--- config.mk ---
export PLATFORM = sky130hd
export DESIGN_NAME = irrigation_zone_scheduler
export DESIGN_NICKNAME = d
export VERILOG_FILES = /design/src/rtl/irrigation_zone_scheduler.sv
export SDC_FILE = /design/constraint.sdc
export NUM_CORES = 1
export LEC_CHECK = 0
export BUFFER_PORTS_ARGS = -buffer_cell sky130_fd_sc_hd__buf_2
export CAP_MARGIN = 15
export CORE_AREA = 2 2 45 68
export CTS_BUF_LIST = sky130_fd_sc_hd__clkbuf_4 sky130_fd_sc_hd__clkbuf_8
export DETAILED_ROUTE_END_ITERATION = 16
export DIE_AREA = 0 0 47 70
export HOLD_SLACK_MARGIN = 0.15
export PLACE_DENSITY = 0.61
export SETUP_SLACK_MARGIN = 0.4
export SLEW_MARGIN = 15
export SYNTH_ARGS = -nofsm -noshare
export SYNTH_HDL_FRONTEND = slang
export SYNTH_SLANG_ARGS = --single-unit
--- constraint.sdc ---
create_clock -name _50_MHz -period 2.5 [get_ports _50_MHz]
set_input_delay 0.375 -clock _50_MHz [delete_from_list [all_inputs] [get_ports _50_MHz]]
set_output_delay 0.375 -clock _50_MHz [all_outputs]
set_load 0.01 [all_outputs]
--- src/rtl/irrigation_zone_scheduler.sv ---
// Round-robin scheduler sharing one BCD countdown timer among ZONES irrigation zones.
// Optional `EARLY_STOP_EN: a granted zone dropping its request ends watering early.
module irrigation_zone_scheduler #(
  parameter int ZONES      = 4,
  parameter int SPRAY_TIME = 30,
  parameter int DRIP_TIME  = 15,
  parameter int PAUSE_TIME = 5
) (
  input  logic             _50_MHz,
  input  logic             reset_n,
  input  logic             enable,
  input  logic [ZONES-1:0] zone_req,
  input  logic [ZONES-1:0] zone_drip,
  input  logic             timer_done,
  output logic             timer_load,
  output logic [5:0]       timer_preset,
  output logic [ZONES-1:0] valve,
  output logic [1:0]       active_zone,
  output logic [1:0]       state,
  output logic             busy,
  output logic             cycle_done
);

  typedef enum logic [1:0] {
    S_IDLE  = 2'd0,
    S_LOAD  = 2'd1,
    S_WATER = 2'd2,
    S_PAUSE = 2'd3
  } state_e;

  function automatic logic [5:0] to_bcd(input logic [5:0] sec);
    return {2'(sec / 6'd10), 4'(sec % 6'd10)};
  endfunction

  localparam logic [5:0] SPRAY_BCD = to_bcd(6'(SPRAY_TIME));
  localparam logic [5:0] DRIP_BCD  = to_bcd(6'(DRIP_TIME));
  localparam logic [5:0] PAUSE_BCD = to_bcd(6'(PAUSE_TIME));

  state_e           state_q, state_d;
  logic [1:0]       last_grant_q, last_grant_d;
  logic [1:0]       active_zone_q, active_zone_d;
  logic [5:0]       timer_preset_q, timer_preset_d;
  logic             timer_load_q, timer_load_d;
  logic             cycle_done_q, cycle_done_d;
  logic [ZONES-1:0] valve_q, valve_d;
  logic             done_q, done_d;

  logic       done_rise;
  logic       stop_water;
  logic       grant_found;
  logic [1:0] grant_idx;

  // Only a fresh rising edge of time_over ends a phase; a level left high is stale.
  assign done_rise = timer_done & ~done_q;
  assign done_d    = timer_done;

`ifdef EARLY_STOP_EN
  assign stop_water = done_rise | ~zone_req[active_zone_q];
`else
  assign stop_water = done_rise;
`endif

  // Round-robin search starting just after the previously granted zone.
  always_comb begin : rr_search
    logic [1:0] cand;
    grant_found = 1'b0;
    grant_idx   = last_grant_q;
    for (int i = 1; i <= ZONES; i++) begin
      cand = 2'((int'(last_grant_q) + i) % ZONES);
      if (!grant_found && zone_req[cand]) begin
        grant_found = 1'b1;
        grant_idx   = cand;
      end
    end
  end

  // NOTE: every signal written here gets a default first so no latch is inferred.
  always_comb begin
    state_d        = state_q;
    last_grant_d   = last_grant_q;
    active_zone_d  = active_zone_q;
    timer_preset_d = timer_preset_q;
    timer_load_d   = 1'b0;
    cycle_done_d   = 1'b0;

    unique case (state_q)
      S_IDLE: begin
        if (enable && grant_found) begin
          active_zone_d  = grant_idx;
          last_grant_d   = grant_idx;
          timer_preset_d = zone_drip[grant_idx] ? DRIP_BCD : SPRAY_BCD;
          timer_load_d   = 1'b1;
          state_d        = S_LOAD;
        end
      end
      S_LOAD: begin
        state_d = enable ? S_WATER : S_IDLE;
      end
      S_WATER: begin
        if (!enable) begin
          state_d = S_IDLE;
        end else if (stop_water) begin
          timer_preset_d = PAUSE_BCD;
          timer_load_d   = 1'b1;
          state_d        = S_PAUSE;
        end
      end
      S_PAUSE: begin
        if (!enable) begin
          state_d = S_IDLE;
        end else if (done_rise) begin
          cycle_done_d = 1'b1;
          state_d      = S_IDLE;
        end
      end
      default: state_d = S_IDLE;
    endcase

    // Registered valve drive: the async reset closes it without a clock edge.
    valve_d = (state_d == S_WATER) ? (ZONES'(1) << active_zone_d) : '0;
  end

  // NOTE: sequential state uses non-blocking assignments only.
  always_ff @(posedge _50_MHz or negedge reset_n) begin
    if (!reset_n) begin
      state_q        <= S_IDLE;
      last_grant_q   <= 2'(ZONES - 1);
      active_zone_q  <= 2'd0;
      timer_preset_q <= 6'd0;
      timer_load_q   <= 1'b0;
      cycle_done_q   <= 1'b0;
      valve_q        <= '0;
      done_q         <= 1'b0;
    end else begin
      state_q        <= state_d;
      last_grant_q   <= last_grant_d;
      active_zone_q  <= active_zone_d;
      timer_preset_q <= timer_preset_d;
      timer_load_q   <= timer_load_d;
      cycle_done_q   <= cycle_done_d;
      valve_q        <= valve_d;
      done_q         <= done_d;
    end
  end

  assign timer_load   = timer_load_q;
  assign timer_preset = timer_preset_q;
  assign valve        = valve_q;
  assign active_zone  = active_zone_q;
  assign state        = state_q;
  assign busy         = (state_q != S_IDLE);
  assign cycle_done   = cycle_done_q;

endmodule

# Word-level counts from Yosys, hierarchy flattened
# Cells that the tools add are included.
dict set report word_totals {
  register_bits 19
  inputBits 12
  out_inout_bits 17
}
dict set report classes {
  add_sub_neg 4
  order_cmp 5
  eq_ne 7
  shift 1
  n_mux 38
  bitwise 2
  reduce_logical 12
}
# cell count
set ops {}
lappend ops {{2-bit two-way mux} 12}
lappend ops {{6-bit two-way mux} 4}
lappend ops {{2-bit by 3-bit < comparator with 1-bit output (second input constant)} 5}
lappend ops {{1-bit two-way mux} 13}
lappend ops {{6-bit one-hot mux with 2 select lines} 1}
lappend ops {{1-bit binary-select mux with 2-bit select} 5}
lappend ops {{2-bit one-hot mux with 4 select lines} 1}
lappend ops {{2-bit equality test (second input constant)} 3}
lappend ops {{2-bit != test (second input constant)} 3}
lappend ops {{2-bit by 1-bit adder with 2-bit output (second input constant)} 2}
lappend ops {{2-bit adder (second input constant)} 2}
lappend ops {{1-bit logical AND} 4}
lappend ops {{4-bit two-way mux} 1}
lappend ops {{4-bit AND reduction} 1}
lappend ops {{2-bit nonzero test} 2}
lappend ops {{1-bit by 2-bit left shift with 4-bit output (first input constant)} 1}
lappend ops {{1-bit logical NOT} 3}
lappend ops {{2-bit by 1-bit equality test with 1-bit output (second input constant)} 1}
lappend ops {{2-bit logical NOT} 1}
lappend ops {{1-bit one-hot mux with 2 select lines} 1}
lappend ops {{2-bit AND reduction} 1}
lappend ops {{1-bit AND} 1}
lappend ops {{1-bit inverter} 1}

# Logic depth before layout (Yosys ltp)
# Gate-level depths: netlist (run 1).
dict set report logic_depth {
  depth_word 18
  ltp_mapped 6
  ltp_nobuf 6
}

# Worst setup path before layout (run 1)
# Ideal clock, no wire load.
dict set report synth_timing {
  path_kind {input to register}
  startpoint {input zone_req[3]}
  endpoint {register valve_q[3], in the netlist valve[3]}
  t_arrival_ns 1.597
  slack_ns 0.830
  stages 5
  path_buffers 0
  path_cell_list {or4_4 > nand3_4 > nor3b_2 > or3b_1 > nor2_1}
}
dict set report synth_via {
  elab_chain_len 17
}
# item line_no
set synth_lines {}
lappend synth_lines {{start, declared} 12} ;# input logic [ZONES-1:0] zone_req,
lappend synth_lines {{1-bit binary-select mux with 2-bit select} 70} ;# if (!grant_found && zone_req[cand]) begin
lappend synth_lines {{1-bit two-way mux (implied by the code)} 70}
lappend synth_lines {{1-bit two-way mux} 70}
lappend synth_lines {{1-bit logical NOT} 70}
lappend synth_lines {{1-bit logical AND} 70}
lappend synth_lines {{1-bit two-way mux} 70}
lappend synth_lines {{1-bit logical NOT} 70}
lappend synth_lines {{1-bit logical AND} 70}
lappend synth_lines {{(+2 left out)} n/a}
lappend synth_lines {{1-bit logical AND} 70}
lappend synth_lines {{1-bit two-way mux} 70}
lappend synth_lines {{1-bit logical AND} 88} ;# if (enable && grant_found) begin
lappend synth_lines {{2-bit two-way mux} 88}
lappend synth_lines {{2-bit one-hot mux with 4 select lines or 2-bit two-way mux (tied branches)} 86} ;# unique case (state_q)
lappend synth_lines {{2-bit equality test or 1-bit by 2-bit left shift with 4-bit output (tied branches)} 120} ;# valve_d = (state_d == S_WATER) ? (ZONES'(1) << active_zone_d) : '0;
lappend synth_lines {{4-bit two-way mux *} 120}
lappend synth_lines {{net valve_d[3]} 45} ;# logic [ZONES-1:0] valve_q, valve_d;
lappend synth_lines {{end signal, assigned} 141} ;# valve_q <= valve_d;
lappend synth_lines {{end, declared} 45}
# The timed path passes the listed nets; every way through them passes the cells marked *. The select of a mux whose other input is x is not followed.
# A chain may end at the register's enable or synchronous reset.

# Final worst setup path (run 1)
dict set report layout_timing {
  startpoint {register state_q[1], in the netlist state[1]}
  endpoint {register valve_q[0], in the netlist valve[0]}
}
dict set report layout_via {
  elab_chain_len 5
}
# item line_no
set layout_lines {}
lappend layout_lines {{start, declared} 39} ;# state_e state_q, state_d;
lappend layout_lines {{start signal, assigned} 135} ;# state_q <= state_d;
lappend layout_lines {{2-bit two-way mux (on tied branches)} {111, 102}}
lappend layout_lines {{2-bit two-way mux (on tied branches)} {109, 100}}
lappend layout_lines {{2-bit one-hot mux with 4 select lines} 86}
lappend layout_lines {{2-bit equality test} 120}
lappend layout_lines {{4-bit two-way mux *} 120}
lappend layout_lines {{net valve_d[0]} 45}
# The timed path passes the listed nets; every way through them passes the cells marked *.

==> results of run 1 <==
[metal layers]
layer / vias up / share of wire
li1: 319 / -
met1: 303 / 0.38
met2: 17 / 0.56
met3: 2 / 0.040
met4: 0 / 0.017
met5: - / 0
[synth_stat cells, types with 2 or more instances]
library cell	number
sky130_fd_sc_hd__dfrtp_1	14
sky130_fd_sc_hd__nor2_1	12
sky130_fd_sc_hd__nor2b_1	6
sky130_fd_sc_hd__inv_1	3
sky130_fd_sc_hd__nand2_1	3
sky130_fd_sc_hd__o21ai_0	5
sky130_fd_sc_hd__dfstp_2	2
sky130_fd_sc_hd__a31oi_1	3
sky130_fd_sc_hd__mux2i_1	3
sky130_fd_sc_hd__a21oi_1	2
sky130_fd_sc_hd__buf_4	3
[kinds of logic after synthesis]
group / Yosys count
muxes: 4
buffers and inverters: 8
AOI/OAI and AO/OA: 17
DFF: 16
and+or+nand+nor: 30
other: 1
xor gates and xnor gates: 1
[registers in the layout, summed over array words and instances, names as in the netlist]
name,flops
timer_preset,3
active_zone,2
valve,4
timer_load,1
done_q,1
cycle_done,1
state,2
last_grant_q,2
[through the flow]
stage	area, um^2	cells	hold slack (ns)	util	total power [mW]
2_1_floorplan	788.3	78	0.07941	-	0.5881
3_3_place_gp	940.9	139	0.3017	0.3406	0.6846
3_5_place_dp	940.9	139	0.3060	0.3406	0.6934
4_1_cts	1006	144	0.2566	0.3641	0.9236
5_1_grt	1006	144	0.2630	0.3641	0.9716
6_report	1006	144	0.2667	0.3641	0.9082
[power by group through the flow]
stage          Combinational (mW)  Clock, mW  Sequential [mW]
2_1_floorplan               0.189          0            0.400
3_3_place_gp                0.297          0            0.388
3_5_place_dp                0.302          0            0.391
4_1_cts                     0.307      0.231            0.386
5_1_grt                     0.337      0.241            0.394
6_report                    0.302      0.223            0.383
[final cells by class]
| class | instances | area (um^2) |
|---|---|---|
| fill | 299 | 1757 |
| sequential | 16 | 402.9 |
| multi-input combinational | 54 | 344.1 |
| timing repair buffer | 27 | 140.1 |
| clock buffer | 4 | 55.05 |
| tap | 39 | 48.80 |
| inverter | 4 | 15.01 |
[worst max-delay path, stage by stage (launching register included)]
cell	delay, ns
sky130_fd_sc_hd__dfrtp_1	0.47
sky130_fd_sc_hd__nor2_1	0.37
sky130_fd_sc_hd__nand3_4	0.15
sky130_fd_sc_hd__nor3b_2	0.37
sky130_fd_sc_hd__o21ai_0	0.18
sky130_fd_sc_hd__nor2_1	0.13
[placed cells by master (no fill, tap or decap)]
cell type / Yosys / final
sky130_fd_sc_hd__buf_2: 0 / 26
sky130_fd_sc_hd__dfrtp_1: 14 / 14
sky130_fd_sc_hd__nor2_1: 12 / 12
sky130_fd_sc_hd__nor2b_1: 6 / 6
sky130_fd_sc_hd__o21ai_0: 5 / 5
sky130_fd_sc_hd__clkbuf_8: 0 / 4
sky130_fd_sc_hd__inv_1: 3 / 3
sky130_fd_sc_hd__nand2_1: 3 / 3
sky130_fd_sc_hd__a31oi_1: 3 / 3
sky130_fd_sc_hd__mux2i_1: 3 / 3
sky130_fd_sc_hd__a21oi_1: 2 / 2
sky130_fd_sc_hd__conb_1: 1 / 2
sky130_fd_sc_hd__dfstp_2: 2 / 2
sky130_fd_sc_hd__or4_4: 1 / 1
sky130_fd_sc_hd__inv_2: 1 / 1
sky130_fd_sc_hd__xnor2_1: 1 / 1
sky130_fd_sc_hd__a22oi_1: 1 / 1
sky130_fd_sc_hd__o211ai_1: 1 / 1
sky130_fd_sc_hd__nand3_4: 1 / 1
sky130_fd_sc_hd__nor3_1: 1 / 1
sky130_fd_sc_hd__nor3b_2: 1 / 1
sky130_fd_sc_hd__nand2b_1: 1 / 1
sky130_fd_sc_hd__and3_1: 1 / 1
sky130_fd_sc_hd__o21a_1: 1 / 1
sky130_fd_sc_hd__or3b_1: 1 / 1
sky130_fd_sc_hd__a211oi_1: 1 / 1
sky130_fd_sc_hd__and4_1: 1 / 1
sky130_fd_sc_hd__mux2_2: 1 / 1
sky130_fd_sc_hd__or3_1: 1 / 1
sky130_fd_sc_hd__a21o_1: 1 / 1
sky130_fd_sc_hd__a221oi_1: 1 / 1
sky130_fd_sc_hd__a221o_1: 1 / 1
sky130_fd_sc_hd__dlygate4sd3_1: 0 / 1
[final timing paths]
check | from | end | slack (ns) | cells past startpoint
min in group asynchronous | reset_n | valve[1] | 0.57 | 2
worst min-delay path | timer_done | done_q | 0.27 | 1
worst min register to register | last_grant_q[1] | last_grant_q[1] | 0.54 | 1
worst max-delay path | state[1] | valve[0] | 0.76 | 5
worst max register to register | state[1] | valve[0] | 0.76 | 5
max in group asynchronous | reset_n | last_grant_q[0] | 1.63 | 2
==> impl_metrics.tcl, run 1 <==
set metrics [dict create \
    clock_power_frac 0.245 \
    dp_hpwl_um 1364 \
    max-clock-path-buffers 2 \
    met3_usage 0.01550 \
    num_vias 641 \
    synth_sequential_area_ratio 0.5136 \
    synth_xor_area_frac 0.01116 \
    met2_track_usage_gr 0.2040 \
    ys_seq_elements 16 \
    synth_top_flop_cell "sky130_fd_sc_hd__dfrtp_1" \
    cts_hold_buf 1 \
    yosysWarnings 0 \
    num_rows 24 \
    final.period_utilization 0.6974 \
    grt_first_pass_wirelength_um 2711 \
    synth.avg_cell_area_um2 10.19 \
    antenna-diode-count 0 \
    outcome "finished, final reports clean" \
    grt_max_degree 17 \
    clock_input_transition_at_the_sequential_cells_of_the_worst_setup_and_hold_paths_ns 0.06 \
    drtAntennaViolNets 0 \
    detailedRoute.firstPassIterationCount 3 \
    combinational_group_share_of_total_power 0.333 \
    static-leakage-power_nw 0.4967 \
    post_drt_wl_per_cell_um 11.82 \
    report.final.hold_viol_count 0 \
    clk_root_buffer_cell "sky130_fd_sc_hd__clkbuf_8" \
    post_synth_main_area_contributors "sky130_fd_sc_hd__dfrtp_1 45%, sky130_fd_sc_hd__dfstp_2 6.7%, sky130_fd_sc_hd__nor2_1 5.7%" \
    cts.repair.resized 0 \
    antenna_found_initial 0 \
    grt_overflow_total 0 \
    residual_drc_count 0 \
    layout-area-overhead-vs-synth_pct 28.23 \
    post_synth_instance_area_um2 784.5 \
    initial_core_util 0.2840 \
    final-max-slew-violation-count 0 \
    most_used_routing_layer_in_global_routing "met2" \
    post_route_cells_drive_above_1_share 0.3524 \
    global_route.usage.total 0.1152 \
    synthesized_area_fraction_occupied_by_adder_cells 0 \
    synth_top_area_frac 0.4466 \
    sw_frac_of_total 0.3305 \
    setup_slack_ns 0.7566 \
    io_pins 29 \
    maxCapViolations 0 \
    floorplan.die_area_um2 3290 \
    cp_data_required_time_ns 2.67 \
    worst_setup_path_end_kind "flop" \
    clock_sink_count 16 \
    yosysTopAreaCell "sky130_fd_sc_hd__dfrtp_1" \
    switching_power_mw 0.3001 \
    io_buffer_count 26 \
    internal_power_mw 0.6081 \
    path_class "reg2reg" \
    finalSetupViolations 0 \
    design.final.nets 118 \
    startpoint_type "flop" \
    place_congestion 0.7621 \
    tritoncts.num_buffers 3 \
    timing.setup.tns_ns 0 \
    grt_setup_unrepaired "false" \
    synthSimpleGateAreaFrac 0.2249 \
    power_density_nw_per_um2 902.8 \
    initialDrtViolationCount 8 \
    clock_latency_ns 0.24 \
    period_minus_slack_ns 1.743 \
    complex_gate_fraction_of_the_synthesized_area 0.1404 \
    vdd.ir_drop.worst_mv 0.2985 \
    synth-async-reset-ratio 1.000 \
    critical_path.max_fanout 10 \
    die_width_um 47 \
    grt.met1_usage 0.1142 \
    clock_tree_from_tritoncts "done" \
    fp.dieH_um 70 \
    worst_ep_arrival_time_ns 1.91 \
    synth_cell_type_count 32 \
    synth_top_family_by_area "simple AND/OR/NAND/NOR gates" \
    aggregate_routed_wire_length_um 1702 \
    routed_via_density 4.451 \
    post_cts_buffers 0 \
    clock_skew_ns 0.0007174 \
    syn-instance-count 77 \
    maxClockFrequency_mhz 573.6 \
    seqPwrFrac 0.422 \
    synth_enable_flop_cells 0 \
    post-place-ws_ns 0.6254 \
    holdCritPathClass "in2reg" \
    first_global_vias 651 \
    synthMuxAreaShare 0.05263 \
    htree_num_levels 1 \
    floorplan.core_area_um2 2763 \
]
No activity file was read; power rests on OpenSTA's default activity.
==> inputs of run 2 (changes only) <==
clock period = 1.8 ns   (was 2.5 ns; I/O delays follow)
==> run 2 against run 1 <==
Largest cell class unchanged. Clock power is 40% higher. Routed wire length is 13% higher. Die area stayed put. First-iteration DRC count is 50% higher. Clock skew is 0.0012 ns higher. Utilization is 3.8 points higher. Sequential cell count stayed put. Fmax is 0.64% higher. Via count is 8.6% higher. Total power is 58% higher. Sequential power is 44% higher.
==> impl_metrics.tcl, run 2 (same netlist as run 1, synthesis figures left out) <==
set metrics [dict create \
    maxClockFrequency_mhz 577.3 \
    largest_register_ff_count 4 \
    switching_power_mw 0.4919 \
    worst_path_dominant_cell_family "flip-flops" \
    clock_tree_from_tritoncts "done" \
    multiInputGateArea_um2 387.9 \
    clk_root_buffer_cell "sky130_fd_sc_hd__clkbuf_8" \
    tightest_slew_ns 0.5160 \
    cp_data_required_time_ns 1.98 \
    report.final.hold_viol_count 0 \
    slew_headroom 0.6545 \
    sw_frac_of_total 0.3436 \
    clock_skew_ns 0.001946 \
    crit_path_cell_trace "nor2b_2 -> o21ai_0 -> nor3b_4 -> buf_4 -> o21ai_1 -> nor2_1" \
    num_vias 696 \
    die_width_um 47 \
    startpoint_type "flop" \
    post_route_cells_drive_above_1_share 0.4685 \
    detailedRoute.firstPassIterationCount 4 \
    vdd.ir_drop.worst_mv 0.6073 \
    antenna-diode-count 0 \
    global_route.usage.total 0.1206 \
    holdCritPathClass "in2reg" \
    dp_hpwl_um 1424 \
    layout-area-overhead-vs-synth_pct 41.79 \
    grt_max_degree 17 \
    grt_setup_unrepaired "true" \
    initial_core_util 0.2840 \
    fp.dieH_um 70 \
    residual_drc_count 0 \
    seqPwrFrac 0.386 \
    internal_power_mw 0.9399 \
    critical-path-slowest-cell "sky130_fd_sc_hd__dfstp_2" \
    post_drt_wl_per_cell_um 12.81 \
    first_global_vias 692 \
    floorplan.die_area_um2 3290 \
    dpl.cell_count 139 \
    total_power_mw 1.432 \
    clock_power_frac 0.218 \
    max-clock-path-buffers 2 \
    clock_input_transition_at_the_sequential_cells_of_the_worst_setup_and_hold_paths_ns 0.06 \
    place_congestion 0.7689 \
    htree_num_levels 1 \
    period_minus_slack_ns 1.732 \
    grt_first_pass_wirelength_um 2863 \
    worst_ep_arrival_time_ns 1.91 \
    slowest_delay_ns 0.58 \
    final.period_utilization 0.9624 \
    floorplan.core_area_um2 2763 \
    clock_latency_ns 0.25 \
    path_class "reg2reg" \
    fillers 311 \
    power_density_nw_per_um2 1287 \
    static-leakage-power_nw 0.5334 \
    clock_sink_count 16 \
    num_rows 24 \
    finalSetupViolations 0 \
    final_common_cell "sky130_fd_sc_hd__buf_2" \
    routed_via_density 4.640 \
    drtAntennaViolNets 0 \
    tritoncts.num_buffers 3 \
    combinational_group_share_of_total_power 0.396 \
    regArea_um2 405.4 \
    worst_setup_path_end_kind "flop" \
    design.final.nets 124 \
    aggregate_routed_wire_length_um 1922 \
    io_buffer_count 26 \
    layoutNonFillerInstCount 150 \
    cp.buffers_inverters 1 \
    final-max-slew-violation-count 0 \
    initialDrtViolationCount 12 \
    antenna_found_initial 0 \
    top_library_cells_by_usage_in_the_layout_fill_and_taps_aside "26 x sky130_fd_sc_hd__buf_2, 12 x sky130_fd_sc_hd__dfrtp_1, 10 x sky130_fd_sc_hd__nor2_1" \
    io_pins 29 \
    critical_path.max_fanout 4 \
    outcome "finished, final reports clean" \
    maxCapViolations 0 \
    grt_overflow_total 0 \
    worst_hold_margin_ns 0.3108 \
]
[run 2: path summary, 6_finish.rpt]
path	startpoint	end	slack [ns]	depth (start not counted)
min in group asynchronous	reset_n	active_zone[0]	0.46	2
worst max-delay path	last_grant_q[0]	valve[1]	0.07	6
max in group asynchronous	reset_n	last_grant_q[1]	1.03	2
worst min register to register	timer_preset[4]	timer_preset[4]	0.54	2
worst max register to register	last_grant_q[0]	valve[1]	0.07	6
worst min-delay path	enable	state[1]	0.31	3
[run 2: worst min-delay path: cells and delay by family]
kind                   cells  cell delay [ns]
buffers and inverters      1             0.15
AOI/OAI and AO/OA          1             0.04
and+or+nand+nor            1             0.07
[run 2: cell type report]
type | instances | share of cell area
multi-input combinational | 54 | 0.3487
tap | 39 | 0.04387
inverter | 4 | 0.01350
timing repair buffer | 33 | 0.1800
clock buffer | 4 | 0.04949
sequential | 16 | 0.3645
[run 2: power groups by stage]
stage                     Sequential (mW)  Clock [mW]  Combinational (mW)
after floorplan                     0.556           0               0.265
after global placement              0.539           0               0.415
after detailed placement            0.546           0               0.431
after CTS                           0.545       0.319               0.449
after global routing                0.567       0.340               0.618
final                               0.553       0.312               0.567
[run 2: metal layers]
| layer | vias up | track usage | part of all wire |
|---|---|---|---|
| met5 | - | 0 | 0 |
| met4 | 0 | 0.05556 | 0.032 |
| met3 | 7 | 0.02584 | 0.038 |
| li1 | 336 | - | - |
| met1 | 330 | 0.1223 | 0.37 |
| met2 | 23 | 0.2161 | 0.56 |
[run 2: stage by stage]
stage	instance area (um^2)	setup slack, ns	utilization	setup TNS [ns]
after floorplan	790.8	0.2826	-	0
after global placement	943.4	0.1151	0.3415	0
after detailed placement	943.4	0.1026	0.3415	0
after CTS	1037	0.1822	0.3755	0
after global routing	1112	-0.03166	0.4026	-0.06271
final	1112	0.06775	0.4026	0
[run 2: what timing repair did]
action,CTS,global route
setup endpoints to repair,8,11
endpoints found under the hold margin,15,0
pin swaps,2,4
gates resized for setup,4,10
buffers inserted,1,4
hold buffers,2,0
